File: config.mk
export PLATFORM = sky130hd
export DESIGN_NAME = matrix_uart_host_flat
export DESIGN_NICKNAME = d
export VERILOG_FILES = /design/src/rtl/matrix_pkg.sv /design/src/rtl/matrix_uart_host_if.sv /design/src/rtl/matrix_golden_mac.sv /design/src/rtl/matrix_uart_host.sv /design/src/flat_wrapper.sv
export SDC_FILE = /design/constraint.sdc
export NUM_CORES = 1
export LEC_CHECK = 0
export CAP_MARGIN = 20
export CORE_ASPECT_RATIO = 0.9
export CORE_MARGIN = 4
export CORE_UTILIZATION = 53
export DETAILED_ROUTE_END_ITERATION = 10
export DONT_BUFFER_PORTS = 1
export GPL_TIMING_DRIVEN = 0
export MAX_ROUTING_LAYER = met4
export PLACE_DENSITY = 0.64
export SYNTH_ARGS = -nofsm -noshare
export SYNTH_HDL_FRONTEND = slang
export SYNTH_SLANG_ARGS = --single-unit
export TNS_END_PERCENT = 30
File: constraint.sdc
create_clock -name clk -period 7.5 [get_ports clk]
set_input_delay 0.75 -clock clk [delete_from_list [all_inputs] [get_ports clk]]
set_output_delay 0.75 -clock clk [all_outputs]
set_load 0.005 [all_outputs]
File: src/rtl/matrix_pkg.sv
// ==========================================================================
// Module  : matrix_pkg
// Brief   : Shared constants, host FSM encoding and byte packing helper
// Revision: 1.0
// ==========================================================================
`default_nettype none

package matrix_pkg;

  localparam int N_ELEM      = 9;
  localparam int N_TX_BYTES  = 20;
  localparam int N_PAD       = 2;

  typedef enum logic [2:0] {
    IDLE       = 3'd0,
    TX_LOAD    = 3'd1,
    TX_WAIT_HI = 3'd2,
    TX_WAIT_LO = 3'd3,
    RX_WAIT    = 3'd4,
    DONE       = 3'd5
  } host_state_t;

  // Keeps only the low `width` bits of an element already widened to a byte.
  function automatic logic [7:0] pack_elem(input logic [7:0] raw, input int width);
    return raw & 8'((9'h1 << width) - 9'h1);
  endfunction

endpackage

`default_nettype wire

File: src/rtl/matrix_uart_host_if.sv
// ==========================================================================
// Module  : matrix_uart_host_if
// Brief   : Host request/result signals plus the uart_tx/uart_rx byte links
// Revision: 1.0
// ==========================================================================
`default_nettype none

interface matrix_uart_host_if
  import matrix_pkg::*;
#(
  parameter int DATA_WIDTH = 4
);
  logic                           start;
  logic [N_ELEM*DATA_WIDTH-1:0]   a_flat;
  logic [N_ELEM*DATA_WIDTH-1:0]   b_flat;
  logic [7:0]                     tx_data;
  logic                           tx_start;
  logic                           tx_busy;
  logic [7:0]                     rx_data;
  logic                           rx_ready;
  logic [N_ELEM*8-1:0]            c_flat;
  logic                           busy;
  logic                           done;
  logic [N_ELEM-1:0]              mismatch;
  logic                           timeout;

  modport master (
    input  start, a_flat, b_flat, tx_busy, rx_data, rx_ready,
    output tx_data, tx_start, c_flat, busy, done, mismatch, timeout
  );

  modport slave (
    output start, a_flat, b_flat, tx_busy, rx_data, rx_ready,
    input  tx_data, tx_start, c_flat, busy, done, mismatch, timeout
  );
endinterface

`default_nettype wire

File: src/rtl/matrix_golden_mac.sv
// ==========================================================================
// Module  : matrix_golden_mac
// Brief   : Sequential 27-step MAC producing the 3x3 product modulo 256
// Revision: 1.0
// ==========================================================================
`default_nettype none

module matrix_golden_mac
  import matrix_pkg::*;
#(
  parameter int DATA_WIDTH = 4
) (
  input  wire logic                         clk,
  input  wire logic                         rst,
  input  wire logic                         start,
  input  wire logic [N_ELEM*DATA_WIDTH-1:0] a_flat,
  input  wire logic [N_ELEM*DATA_WIDTH-1:0] b_flat,
  output logic                              done,
  output logic [N_ELEM-1:0][7:0]            result
);

  logic [N_ELEM*DATA_WIDTH-1:0] r_a;
  logic [N_ELEM*DATA_WIDTH-1:0] r_b;
  logic [1:0]                   r_i;
  logic [1:0]                   r_j;
  logic [1:0]                   r_k;
  logic [9:0]                   r_acc;
  logic                         r_run;
  logic                         r_done;
  logic [N_ELEM-1:0][7:0]       r_result;

  logic [3:0]                   w_a_idx;
  logic [3:0]                   w_b_idx;
  logic [3:0]                   w_c_idx;
  logic [DATA_WIDTH-1:0]        w_a_elem;
  logic [DATA_WIDTH-1:0]        w_b_elem;
  logic [2*DATA_WIDTH-1:0]      w_prod;
  logic [9:0]                   w_acc_next;

  always_comb begin
    w_a_idx    = 4'(r_i * 3 + r_k);
    w_b_idx    = 4'(r_k * 3 + r_j);
    w_c_idx    = 4'(r_i * 3 + r_j);
    w_a_elem   = r_a[w_a_idx*DATA_WIDTH +: DATA_WIDTH];
    w_b_elem   = r_b[w_b_idx*DATA_WIDTH +: DATA_WIDTH];
    w_prod     = (2*DATA_WIDTH)'(w_a_elem) * (2*DATA_WIDTH)'(w_b_elem);
    // The first term of each dot product restarts the accumulator.
    w_acc_next = ((r_k == 2'd0) ? 10'd0 : r_acc) + 10'(w_prod);
  end

  always_ff @(posedge clk or negedge rst) begin
    if (!rst) begin
      r_a      <= '0;
      r_b      <= '0;
      r_i      <= 2'd0;
      r_j      <= 2'd0;
      r_k      <= 2'd0;
      r_acc    <= 10'd0;
      r_run    <= 1'b0;
      r_done   <= 1'b0;
      r_result <= '0;
    end else begin
      r_done <= 1'b0;
      if (start) begin
        r_a   <= a_flat;
        r_b   <= b_flat;
        r_i   <= 2'd0;
        r_j   <= 2'd0;
        r_k   <= 2'd0;
        r_acc <= 10'd0;
        r_run <= 1'b1;
      end else if (r_run) begin
        r_acc <= w_acc_next;
        if (r_k == 2'd2) begin
          r_result[w_c_idx] <= w_acc_next[7:0];
          r_k <= 2'd0;
          if (r_j == 2'd2) begin
            r_j <= 2'd0;
            if (r_i == 2'd2) begin
              r_i    <= 2'd0;
              r_run  <= 1'b0;
              r_done <= 1'b1;
            end else begin
              r_i <= r_i + 2'd1;
            end
          end else begin
            r_j <= r_j + 2'd1;
          end
        end else begin
          r_k <= r_k + 2'd1;
        end
      end
    end
  end

  assign done   = r_done;
  assign result = r_result;

endmodule

`default_nettype wire

File: src/rtl/matrix_uart_host.sv
// ==========================================================================
// Module  : matrix_uart_host
// Brief   : Streams A/B to the multiplier over UART and checks the 9 results
// Revision: 1.0
// ==========================================================================
`default_nettype none

module matrix_uart_host
  import matrix_pkg::*;
#(
  parameter int DATA_WIDTH    = 4,
  parameter int CLOCK_FREQ    = 100_000_000,
  parameter int RX_TIMEOUT_MS = 50
) (
  input  wire logic            clk,
  input  wire logic            rst,
  matrix_uart_host_if.master   bus
);

  localparam logic [31:0] c_timeout_cycles = 32'(CLOCK_FREQ / 1000 * RX_TIMEOUT_MS);

  host_state_t                  r_state;
  host_state_t                  w_state_next;
  logic [N_ELEM*DATA_WIDTH-1:0] r_a;
  logic [N_ELEM*DATA_WIDTH-1:0] r_b;
  logic [4:0]                   r_byte_cnt;
  logic [3:0]                   r_rx_cnt;
  logic [7:0]                   r_tx_data;
  logic                         r_tx_start;
  logic [N_ELEM*8-1:0]          r_c_flat;
  logic [N_ELEM-1:0]            r_mismatch;
  logic                         r_timeout;
  logic                         r_rx_ready_q;
  logic [31:0]                  r_to_cnt;
  logic                         r_exp_ready;

  logic                         w_accept;
  logic                         w_load;
  logic                         w_byte_done;
  logic                         w_capture;
  logic                         w_to_hit;
  logic                         w_rx_edge;
  logic                         w_mac_done;
  logic [N_ELEM-1:0][7:0]       w_exp;
  logic [DATA_WIDTH-1:0]        w_elem;
  logic [7:0]                   w_tx_byte;
  logic [N_ELEM-1:0]            w_unrecv_mask;

  matrix_golden_mac #(
    .DATA_WIDTH (DATA_WIDTH)
  ) u_golden (
    .clk    (clk),
    .rst    (rst),
    .start  (w_accept),
    .a_flat (bus.a_flat),
    .b_flat (bus.b_flat),
    .done   (w_mac_done),
    .result (w_exp)
  );

  assign w_rx_edge = bus.rx_ready & ~r_rx_ready_q;

  always_comb begin
    w_elem = '0;
    if (r_byte_cnt < 5'(N_ELEM)) begin
      w_elem = r_a[r_byte_cnt*DATA_WIDTH +: DATA_WIDTH];
    end else if (r_byte_cnt < 5'(N_TX_BYTES - N_PAD)) begin
      w_elem = r_b[(r_byte_cnt - 5'(N_ELEM))*DATA_WIDTH +: DATA_WIDTH];
    end
    w_tx_byte = pack_elem(8'(w_elem), DATA_WIDTH);
    for (int k = 0; k < N_ELEM; k++) begin
      w_unrecv_mask[k] = (4'(k) >= r_rx_cnt);
    end
  end

  always_ff @(posedge clk or negedge rst) begin
    if (!rst) r_state <= IDLE;
    else      r_state <= w_state_next;
  end

  always_comb begin
    w_state_next = r_state;
    w_accept     = 1'b0;
    w_load       = 1'b0;
    w_byte_done  = 1'b0;
    w_capture    = 1'b0;
    w_to_hit     = 1'b0;
    unique case (r_state)
      IDLE: begin
        if (bus.start) begin
          w_accept     = 1'b1;
          w_state_next = TX_LOAD;
        end
      end
      TX_LOAD: begin
        if (!bus.tx_busy) begin
          w_load       = 1'b1;
          w_state_next = TX_WAIT_HI;
        end
      end
      TX_WAIT_HI: begin
        if (bus.tx_busy) w_state_next = TX_WAIT_LO;
      end
      TX_WAIT_LO: begin
        // Results cannot be judged before the golden product exists.
        if (!bus.tx_busy) begin
          if (r_byte_cnt != 5'(N_TX_BYTES - 1)) begin
            w_byte_done  = 1'b1;
            w_state_next = TX_LOAD;
          end else if (r_exp_ready) begin
            w_byte_done  = 1'b1;
            w_state_next = RX_WAIT;
          end
        end
      end
      RX_WAIT: begin
        if (w_rx_edge) begin
          w_capture = 1'b1;
          if (r_rx_cnt == 4'(N_ELEM - 1)) w_state_next = DONE;
        end else if (r_to_cnt >= c_timeout_cycles) begin
          w_to_hit     = 1'b1;
          w_state_next = DONE;
        end
      end
      DONE:    w_state_next = IDLE;
      default: w_state_next = IDLE;
    endcase
  end

  always_ff @(posedge clk or negedge rst) begin
    if (!rst) begin
      r_a          <= '0;
      r_b          <= '0;
      r_byte_cnt   <= 5'd0;
      r_rx_cnt     <= 4'd0;
      r_tx_data    <= 8'd0;
      r_tx_start   <= 1'b0;
      r_c_flat     <= '0;
      r_mismatch   <= '0;
      r_timeout    <= 1'b0;
      r_rx_ready_q <= 1'b0;
      r_to_cnt     <= 32'd0;
      r_exp_ready  <= 1'b0;
    end else begin
      r_tx_start   <= 1'b0;
      r_rx_ready_q <= bus.rx_ready;
      if (w_mac_done) r_exp_ready <= 1'b1;
      if (w_accept) begin
        r_a         <= bus.a_flat;
        r_b         <= bus.b_flat;
        r_c_flat    <= '0;
        r_mismatch  <= '0;
        r_timeout   <= 1'b0;
        r_byte_cnt  <= 5'd0;
        r_rx_cnt    <= 4'd0;
        r_exp_ready <= 1'b0;
      end
      if (w_load) begin
        r_tx_data  <= w_tx_byte;
        r_tx_start <= 1'b1;
      end
      if (w_byte_done) r_byte_cnt <= r_byte_cnt + 5'd1;
      if (w_byte_done && (w_state_next == RX_WAIT)) begin
        r_to_cnt <= 32'd0;
      end else if (r_state == RX_WAIT) begin
        if (w_capture)              r_to_cnt <= 32'd0;
        else if (r_to_cnt != '1)    r_to_cnt <= r_to_cnt + 32'd1;
      end
      if (w_capture) begin
        r_c_flat[r_rx_cnt*8 +: 8] <= bus.rx_data;
        r_mismatch[r_rx_cnt]      <= (bus.rx_data != w_exp[r_rx_cnt]);
        r_rx_cnt                  <= r_rx_cnt + 4'd1;
      end
      if (w_to_hit) begin
        r_timeout  <= 1'b1;
        r_mismatch <= r_mismatch | w_unrecv_mask;
      end
    end
  end

  assign bus.tx_data  = r_tx_data;
  assign bus.tx_start = r_tx_start;
  assign bus.c_flat   = r_c_flat;
  assign bus.busy     = (r_state != IDLE);
  assign bus.done     = (r_state == DONE);
  assign bus.mismatch = r_mismatch;
  assign bus.timeout  = r_timeout;

endmodule

`default_nettype wire

File: src/flat_wrapper.sv
// flat-port wrapper written by rule: the top's interface ports become plain ports
module matrix_uart_host_flat import matrix_pkg::*;
#(
  parameter int DATA_WIDTH    = 4,
  parameter int CLOCK_FREQ    = 100_000_000,
  parameter int RX_TIMEOUT_MS = 50
)
  (clk, rst, bus_start, bus_a_flat, bus_b_flat, bus_tx_busy, bus_rx_data, bus_rx_ready, bus_tx_data, bus_tx_start, bus_c_flat, bus_busy, bus_done, bus_mismatch, bus_timeout);
  matrix_uart_host_if #(.DATA_WIDTH(DATA_WIDTH)) bus_i ();
  input  wire logic clk;
  input  wire logic rst;
  input wire logic [$bits(bus_i.start)-1:0] bus_start;
  input wire logic [$bits(bus_i.a_flat)-1:0] bus_a_flat;
  input wire logic [$bits(bus_i.b_flat)-1:0] bus_b_flat;
  input wire logic [$bits(bus_i.tx_busy)-1:0] bus_tx_busy;
  input wire logic [$bits(bus_i.rx_data)-1:0] bus_rx_data;
  input wire logic [$bits(bus_i.rx_ready)-1:0] bus_rx_ready;
  output wire logic [$bits(bus_i.tx_data)-1:0] bus_tx_data;
  output wire logic [$bits(bus_i.tx_start)-1:0] bus_tx_start;
  output wire logic [$bits(bus_i.c_flat)-1:0] bus_c_flat;
  output wire logic [$bits(bus_i.busy)-1:0] bus_busy;
  output wire logic [$bits(bus_i.done)-1:0] bus_done;
  output wire logic [$bits(bus_i.mismatch)-1:0] bus_mismatch;
  output wire logic [$bits(bus_i.timeout)-1:0] bus_timeout;
  assign bus_i.start = bus_start;
  assign bus_i.a_flat = bus_a_flat;
  assign bus_i.b_flat = bus_b_flat;
  assign bus_i.tx_busy = bus_tx_busy;
  assign bus_i.rx_data = bus_rx_data;
  assign bus_i.rx_ready = bus_rx_ready;
  assign bus_tx_data = bus_i.tx_data;
  assign bus_tx_start = bus_i.tx_start;
  assign bus_c_flat = bus_i.c_flat;
  assign bus_busy = bus_i.busy;
  assign bus_done = bus_i.done;
  assign bus_mismatch = bus_i.mismatch;
  assign bus_timeout = bus_i.timeout;
  matrix_uart_host #(.DATA_WIDTH(DATA_WIDTH), .CLOCK_FREQ(CLOCK_FREQ), .RX_TIMEOUT_MS(RX_TIMEOUT_MS)) u_core (.clk(clk), .rst(rst), .bus(bus_i));
endmodule
==> results of run 1 <==
## sequential cells by signal, summed over array words and instances, names as in the netlist
| register | flops |
|---|---|
| u_core.bus.tx_start | 1 |
| u_core.u_golden.done | 1 |
| u_core.u_golden.r_acc | 8 |
| u_core.r_to_cnt | 32 |
| u_core.u_golden.r_j | 2 |
| u_core.bus.mismatch | 9 |
| u_core.u_golden.result | 72 |
| u_core.u_golden.r_i | 2 |
| u_core.bus.c_flat | 72 |
| u_core.r_byte_cnt | 5 |
| u_core.r_state | 3 |
| u_core.r_rx_ready_q | 1 |
| u_core.u_golden.r_run | 1 |
| u_core.bus.tx_data | 4 |
| u_core.r_a | 36 |
| u_core.u_golden.r_k | 2 |
| u_core.bus.timeout | 1 |
| u_core.r_exp_ready | 1 |
| u_core.r_b | 36 |
| u_core.r_rx_cnt | 4 |
## how the worst min path moves through the flow
stage	from	to	slack, ps	cells after the start
after floorplan	u_core.u_golden.done$_DFF_PN0_	u_core.r_exp_ready$_DFFE_PN0P_	440	2
after global placement	u_core.u_golden.done$_DFF_PN0_	u_core.r_exp_ready$_DFFE_PN0P_	440	2
after detailed placement	u_core.u_golden.done$_DFF_PN0_	u_core.r_exp_ready$_DFFE_PN0P_	460	2
after CTS	rst	u_core.r_to_cnt[16]$_DFFE_PN0P_	-120	0
after global routing	rst	u_core.r_a[3]$_DFFE_PN0P_	-130	0
final	rst	u_core.r_to_cnt[13]$_DFFE_PN0P_	-110	0
## area by class of cell
class | count | area [sq um] | area share (%)
multi-input combinational | 1119 | 7560 | 44.2
tap | 396 | 495 | 2.89
buffer | 92 | 407 | 2.38
sequential | 293 | 7330 | 42.8
timing repair buffer | 1 | 5.00 | 0.0292
clock inverter | 18 | 278 | 1.62
inverter | 46 | 173 | 1.01
clock buffer | 39 | 866 | 5.06
## critical path, stage by stage, from the launching register on
cell and delay (ps):
dfrtp_1 480, inv_1 100, ha_1 330, inv_1 100
fa_1 500, buf_1 460, mux4_2 350, mux2i_1 100
o21ai_0 580, nand2_1 160, fa_1 520, fa_1 510
fa_1 560, inv_1 50, ha_1 320, a21oi_1 90
nor2_1 90, nor2_1 70, o21bai_1 120, a21oi_1 90
xnor2_1 820, a211oi_1 180
## report_power, final
group,total [mW],internal (mW),switching (mW)
sequential,2.26,1.98,0.279
combinational,3.64,1.45,2.19
clock,1.70,1.05,0.651
total,7.61,4.49,3.12
## stage by stage
stage	setup slack (ps)	area (sq um)
2_1_floorplan	1970	15500
3_3_place_gp	861	16000
3_5_place_dp	784	16000
4_1_cts	740	17100
5_1_grt	351	17100
6_report	744	17100
## cells in the final DEF, fill, tap and decap left out, types with 7 or more instances in the layout
cell type	count
buf_1	17
a22oi_1	12
or3_1	12
nand3b_1	8
nor2_1	86
a22o_1	34
nor3_1	22
mux2_2	55
nand2b_1	13
nand3_1	70
and2_1	14
nand4_1	8
inv_1	43
dfrtp_1	293
clkbuf_16	31
a211oi_1	8
nand2_1	319
o21ai_1	32
mux2i_1	50
a31oi_1	7
nor2b_1	10
a21oi_1	70
buf_2	14
mux4_2	36
bufinv_16	7
o21ai_0	67
nor4_1	8
and3_1	16
clkbuf_1	55
xnor2_1	18
fa_1	13
ha_1	38
a311oi_1	7
## metal layers
metal  track usage, %  vias up  wire (microns)
li1                 -     5522               -
met3             4.08       44            2660
met1             38.2     5917           18600
met5                -        -               0
met4             4.05        0             598
met2             38.8      392           18300
## logic make-up after synthesis
kind of cell | Yosys count | share of synthesized area (%)
adder cells (fa/ha/maj) | 51 | 4.76
buffers and inverters | 138 | 3.75
other | 1 | 0.0243
XOR/XNOR | 20 | 1.13
flip-flops | 293 | 47.4
AO/OA/AOI/OAI | 283 | 11.7
multiplexers | 145 | 12.9
AND/OR/NAND/NOR | 616 | 18.3
==> impl_metrics.yaml, run 1 <==
critical_path:
  ff2ff_setup_slack_ps: 740
  reg2reg_depth: 21
  crit_path_end_kind: "flop"
  reg2reg_to: "u_core.u_golden.r_acc[7]$_DFFE_PN0P_"
  reg2reg_from: "u_core.u_golden.r_i[0]$_DFFE_PN0P_"
  path_max_fanout: 10
  cp.required_ps: 7900
  cp-start-kind: "flop"
  path_class: "flop to flop"
  critPathCapture: "u_core.u_golden.r_acc[7]$_DFFE_PN0P_"
  crit_path_start: "u_core.u_golden.r_i[0]$_DFFE_PN0P_"
  worst_ep_arrival_time_ps: 7150
placement:
  place.gp.congestion: 0.917
  dp_hpwl_mm: 28.2
  placed_cells: 1947
  portBuffers: 0
global_route:
  antenna_found_initial: 0
  grt_pass1_wl_mm: 65.4
  grt_use_total_pct: 25.8
  grt_max_degree: 294
  grt_pass1_vias: 11500
  grt-ovfl-total: 0
timing:
  fmax_mhz: 148
  final.setup.tns_ps: 0
  worstMarginPinSlew_ps: 1190
  whs_ps: -106
  period_share_pct: 90.1
  setup_violations: 0
  finalMaxSlewViolations: 0
  min_period_ps: 6760
  hold_viol: 95
  max_slew_margin_pct: 20.2
  rsz0062_at_grt: "false"
  clock_skew_ps: 10.5
clocking:
  htree_levels: 1
  root_buffer: "clkbuf_16"
  clk_latency_ps: 560
  cts_made_buffers: 31
  clkSlewWorstSetupHoldPaths_ps: 70
  post-cts-setup-buffer-count: 0
  cts_tree: "done"
  clockBufferDepth: 3
  clock_sink_count: 293
  cts_resized: 0
drt:
  wl_per_cell_microns: 20.0
  drc: 0
  routed_wirelength_mm: 40.1
  viasPerCell: 5.93
  final_antenna_net_count: 0
  vias: 11900
  initialDrtViolationCount: 986
  drtPass1Iterations: 5
synthesis:
  ys_async_sr_fraction_pct: 100
  yosys_register_bits: 293
  ys_types: 76
  yosysWarnings: 0
  netlist_area_sq_mm: 0.0155
  yosysMostFrequentCell: "nand2_1"
  yosys-top-cells-count: "nand2_1 (319), dfrtp_1 (293), nor2_1 (86)"
  ys_top_cells_by_area: "dfrtp_1 (47%), nand2_1 (7.7%), mux4_2 (5.2%)"
  synth_ff_type: "dfrtp_1"
  synth_edf_count: 0
  avgSynthCellArea_sq_um: 10.0
  synth_top_area_share_pct: 47.4
  yosysSeqAreaShare_pct: 47.4
  yosysTopAreaCell: "dfrtp_1"
  netlist_instances: 1547
floorplan:
  io_pins: 178
  start_util_pct: 53.6
  die_x_microns: 188
  rows: 59
  die_h_microns: 170
  core_sq_mm: 0.0289
  die-area_sq_mm: 0.0320
layout:
  fill_cells: 2486
  finalCoreUtilization_pct: 59.3
  instances_no_fill: 2004
  drive_gt1_share_pct: 11.8
  nNetsFinal: 1720
  syn_to_final_growth_pct: 10.7
  diodes: 0
worst_hold_path:
  hold_path_class: "input port to asynchronous set/reset pin"
flow_run:
  drv_cap: 0
power_and_ir_drop:
  power_density_mw_per_mm2: 445
  ir_drop_mv: 0.492
  finalPower_mw: 7.61
  leakage_nw: 7.82
status:
  status: "complete, but fails checks"
  failed_checks: "hold timing"
Power figures use the tool's default switching activity.
==> run 2, diff against run 1 <==
CTS_BUF_LIST = sky130_fd_sc_hd__clkbuf_4   (was default)
PLACE_DENSITY = 0.67   (was 0.64)
clock period = 6.15 ns   (was 7.5 ns; I/O delays follow)
==> run 2 against run 1 <==
The run still ends with hold timing left. Sequential power is 23% higher. Non-clock buffer count is 72 higher. Register-to-register slack worse by 420 ps. Clock-buffer cell count is 78 higher. Core utilization is 2.4 points higher. Sequential cell count stayed put. Wire length is 5.0% higher. Final cell count is 7.9% higher. Hold slack worse by 270 ps. Clock power is 5% higher. Fmax is 16% higher. First-iteration DRC count is 4.7% lower. Highest routed layer unchanged.
==> impl_metrics.yaml, run 2 (synthesized netlist as in run 1, its figures left out) <==
status:
  status: "complete, but fails checks"
  failed_checks: "hold timing"
critical_path:
  reg2reg_to: "u_core.u_golden.r_acc[5]$_DFFE_PN0P_"
  reg2reg_depth: 22
  path_class: "flop to flop"
  reg2reg_from: "u_core.u_golden.r_i[0]$_DFFE_PN0P_"
  cp-start-kind: "flop"
  ff2ff_setup_slack_ps: 320
  crit_path_end_kind: "flop"
  path_max_fanout: 10
  worst_ep_arrival_time_ps: 6430
  cp.required_ps: 6760
global_route:
  grt_max_degree: 294
  grt_pass1_vias: 12400
  grt-ovfl-total: 0
  antenna_found_initial: 2
  grt_use_total_pct: 26.9
  grt_pass1_wl_mm: 66.9
drt:
  routed_wirelength_mm: 42.1
  drtPass1Iterations: 5
  vias: 12600
  final_antenna_net_count: 0
  wl_per_cell_microns: 19.5
  initialDrtViolationCount: 940
  drc: 0
  viasPerCell: 5.85
power_and_ir_drop:
  power_density_mw_per_mm2: 521
  ir_drop_mv: 0.672
  finalPower_mw: 9.27
  leakage_nw: 8.21
clocking:
  clkSlewWorstSetupHoldPaths_ps: 60
  root_buffer: "clkbuf_4"
  htree_levels: 3
  clk_latency_ps: 740
  cts_made_buffers: 81
  clockBufferDepth: 3
  clock_sink_count: 293
  cts_tree: "done"
timing:
  setup_violations: 0
  rsz0062_at_grt: "true"
  final.setup.tns_ps: 0
  finalMaxSlewViolations: 0
  period_share_pct: 94.7
  clock_skew_ps: 70.3
  fmax_mhz: 172
  worstMarginPinSlew_ps: 1170
  min_period_ps: 5830
  whs_ps: -375
  hold_viol: 293
  max_slew_margin_pct: 21.4
layout:
  fill_cells: 2427
  nNetsFinal: 1842
  finalCoreUtilization_pct: 61.7
  final_cell_area_sq_mm: 0.0178
  instances_no_fill: 2162
  drive_gt1_share_pct: 15.6
  syn_to_final_growth_pct: 15.2
  mostFrequentLayoutCell: "nand2_1"
  final_cell_mix: "nand2_1 (319), dfrtp_1 (291), clkbuf_4 (117), nor2_1 (86), dlygate4sd3_1 (71)"
floorplan:
  io_pins: 178
  start_util_pct: 53.6
  rows: 59
  die_x_microns: 188
  die-area_sq_mm: 0.0320
  die_h_microns: 170
  core_sq_mm: 0.0289
placement:
  place.gp.congestion: 0.923
  place_area_sq_mm: 0.0160
  portBuffers: 0
  dp_hpwl_mm: 28.4
  placed_cells: 1946
flow_run:
  drv_cap: 0
worst_hold_path:
  hold_path_class: "input port to asynchronous set/reset pin"
==> run 2: changes by cell type in the layout (fill, tap and decap cells not counted), sizes merged, moves of 4 or more <==
cell and delta:
clkbuf +77, dlygate4sd3 +71, clkinv +13, bufinv -5, clkinvlp -4
==> run 2: worst max path at each step <==
stage                                                  end  cells after the start  slack (ps)                          startpoint
floorplan             u_core.u_golden.r_acc[7]$_DFFE_PN0P_                     20         620  u_core.u_golden.r_j[1]$_DFFE_PN0P_
global placement      u_core.u_golden.r_acc[7]$_DFFE_PN0P_                     21        -380  u_core.u_golden.r_i[0]$_DFFE_PN0P_
detailed placement    u_core.u_golden.r_acc[7]$_DFFE_PN0P_                     21        -460  u_core.u_golden.r_i[0]$_DFFE_PN0P_
CTS                 u_core.u_golden.result[23]$_DFFE_PN0P_                     19           8  u_core.u_golden.r_k[0]$_DFFE_PN0P_
global route          u_core.u_golden.r_acc[5]$_DFFE_PN0P_                     21         -30  u_core.u_golden.r_i[0]$_DFFE_PN0P_
finish                u_core.u_golden.r_acc[5]$_DFFE_PN0P_                     22         320  u_core.u_golden.r_i[0]$_DFFE_PN0P_
==> run 2: layout make-up <==
cell class	instances	area (sq um)	area share, %
Multi-Input combinational cell	1119	7630	42.8
Sequential cell	293	7330	41.2
Clock buffer	117	878	4.93
Timing Repair Buffer	77	761	4.27
Tap cell	396	495	2.78
Buffer	88	392	2.20
Inverter	46	173	0.969
Clock inverter	24	149	0.836
Antenna cell	2	5.00	0.0281
==> run 2: repair_timing <==
item	4_1_cts	5_1_grt
endpoints found under the hold margin	363	294
pin swaps	0	1
setup buffers	0	4
hold buffers	70	1
gates resized for setup	7	13
setup endpoints to repair	44	50
==> run 2: critical path, stage by stage, from the launching register on <==
cell     delay (ps)
dfrtp_2         420
inv_1            70
ha_1            330
inv_1           110
fa_2            570
buf_2           180
buf_4           130
mux4_2          320
mux2i_1         200
o21ai_0         220
and2_1          250
fa_1            450
ha_1            300
inv_1            50
fa_1            530
inv_1            40
ha_1            310
inv_1            60
nor2_1          100
nor2_1           70
xnor2_1         670
mux2i_1         170
nor2_1          140
==> run 2: where the power goes <==
group | switching [mW] | total [mW] | internal [mW] | leakage [nW]
Clock | 0.826 | 1.78 | 0.955 | 0.610
Sequential | 0.351 | 2.77 | 2.42 | 3.89
Combinational | 2.78 | 4.72 | 1.94 | 3.71
==> run 2: metrics by stage <==
stage / setup WS, ps / hold slack [ps]
after floorplan: 621 / 319
after global placement: -376 / 337
after detailed placement: -455 / 338
after CTS: 8.37 / -462
after global routing: -31.5 / -459
final: 323 / -375
==> run 2: per-layer routing <==
| layer | part of all wire, % | global-route usage (%) | vias to the layer above | wire length (microns) |
|---|---|---|---|---|
| met5 | 0 | - | - | 0 |
| met4 | 3.0 | 9.99 | 0 | 1270 |
| met3 | 8.4 | 6.48 | 121 | 3520 |
| met2 | 46 | 39.6 | 536 | 19200 |
| met1 | 43 | 36.8 | 6150 | 18100 |
| li1 | - | - | 5840 | - |
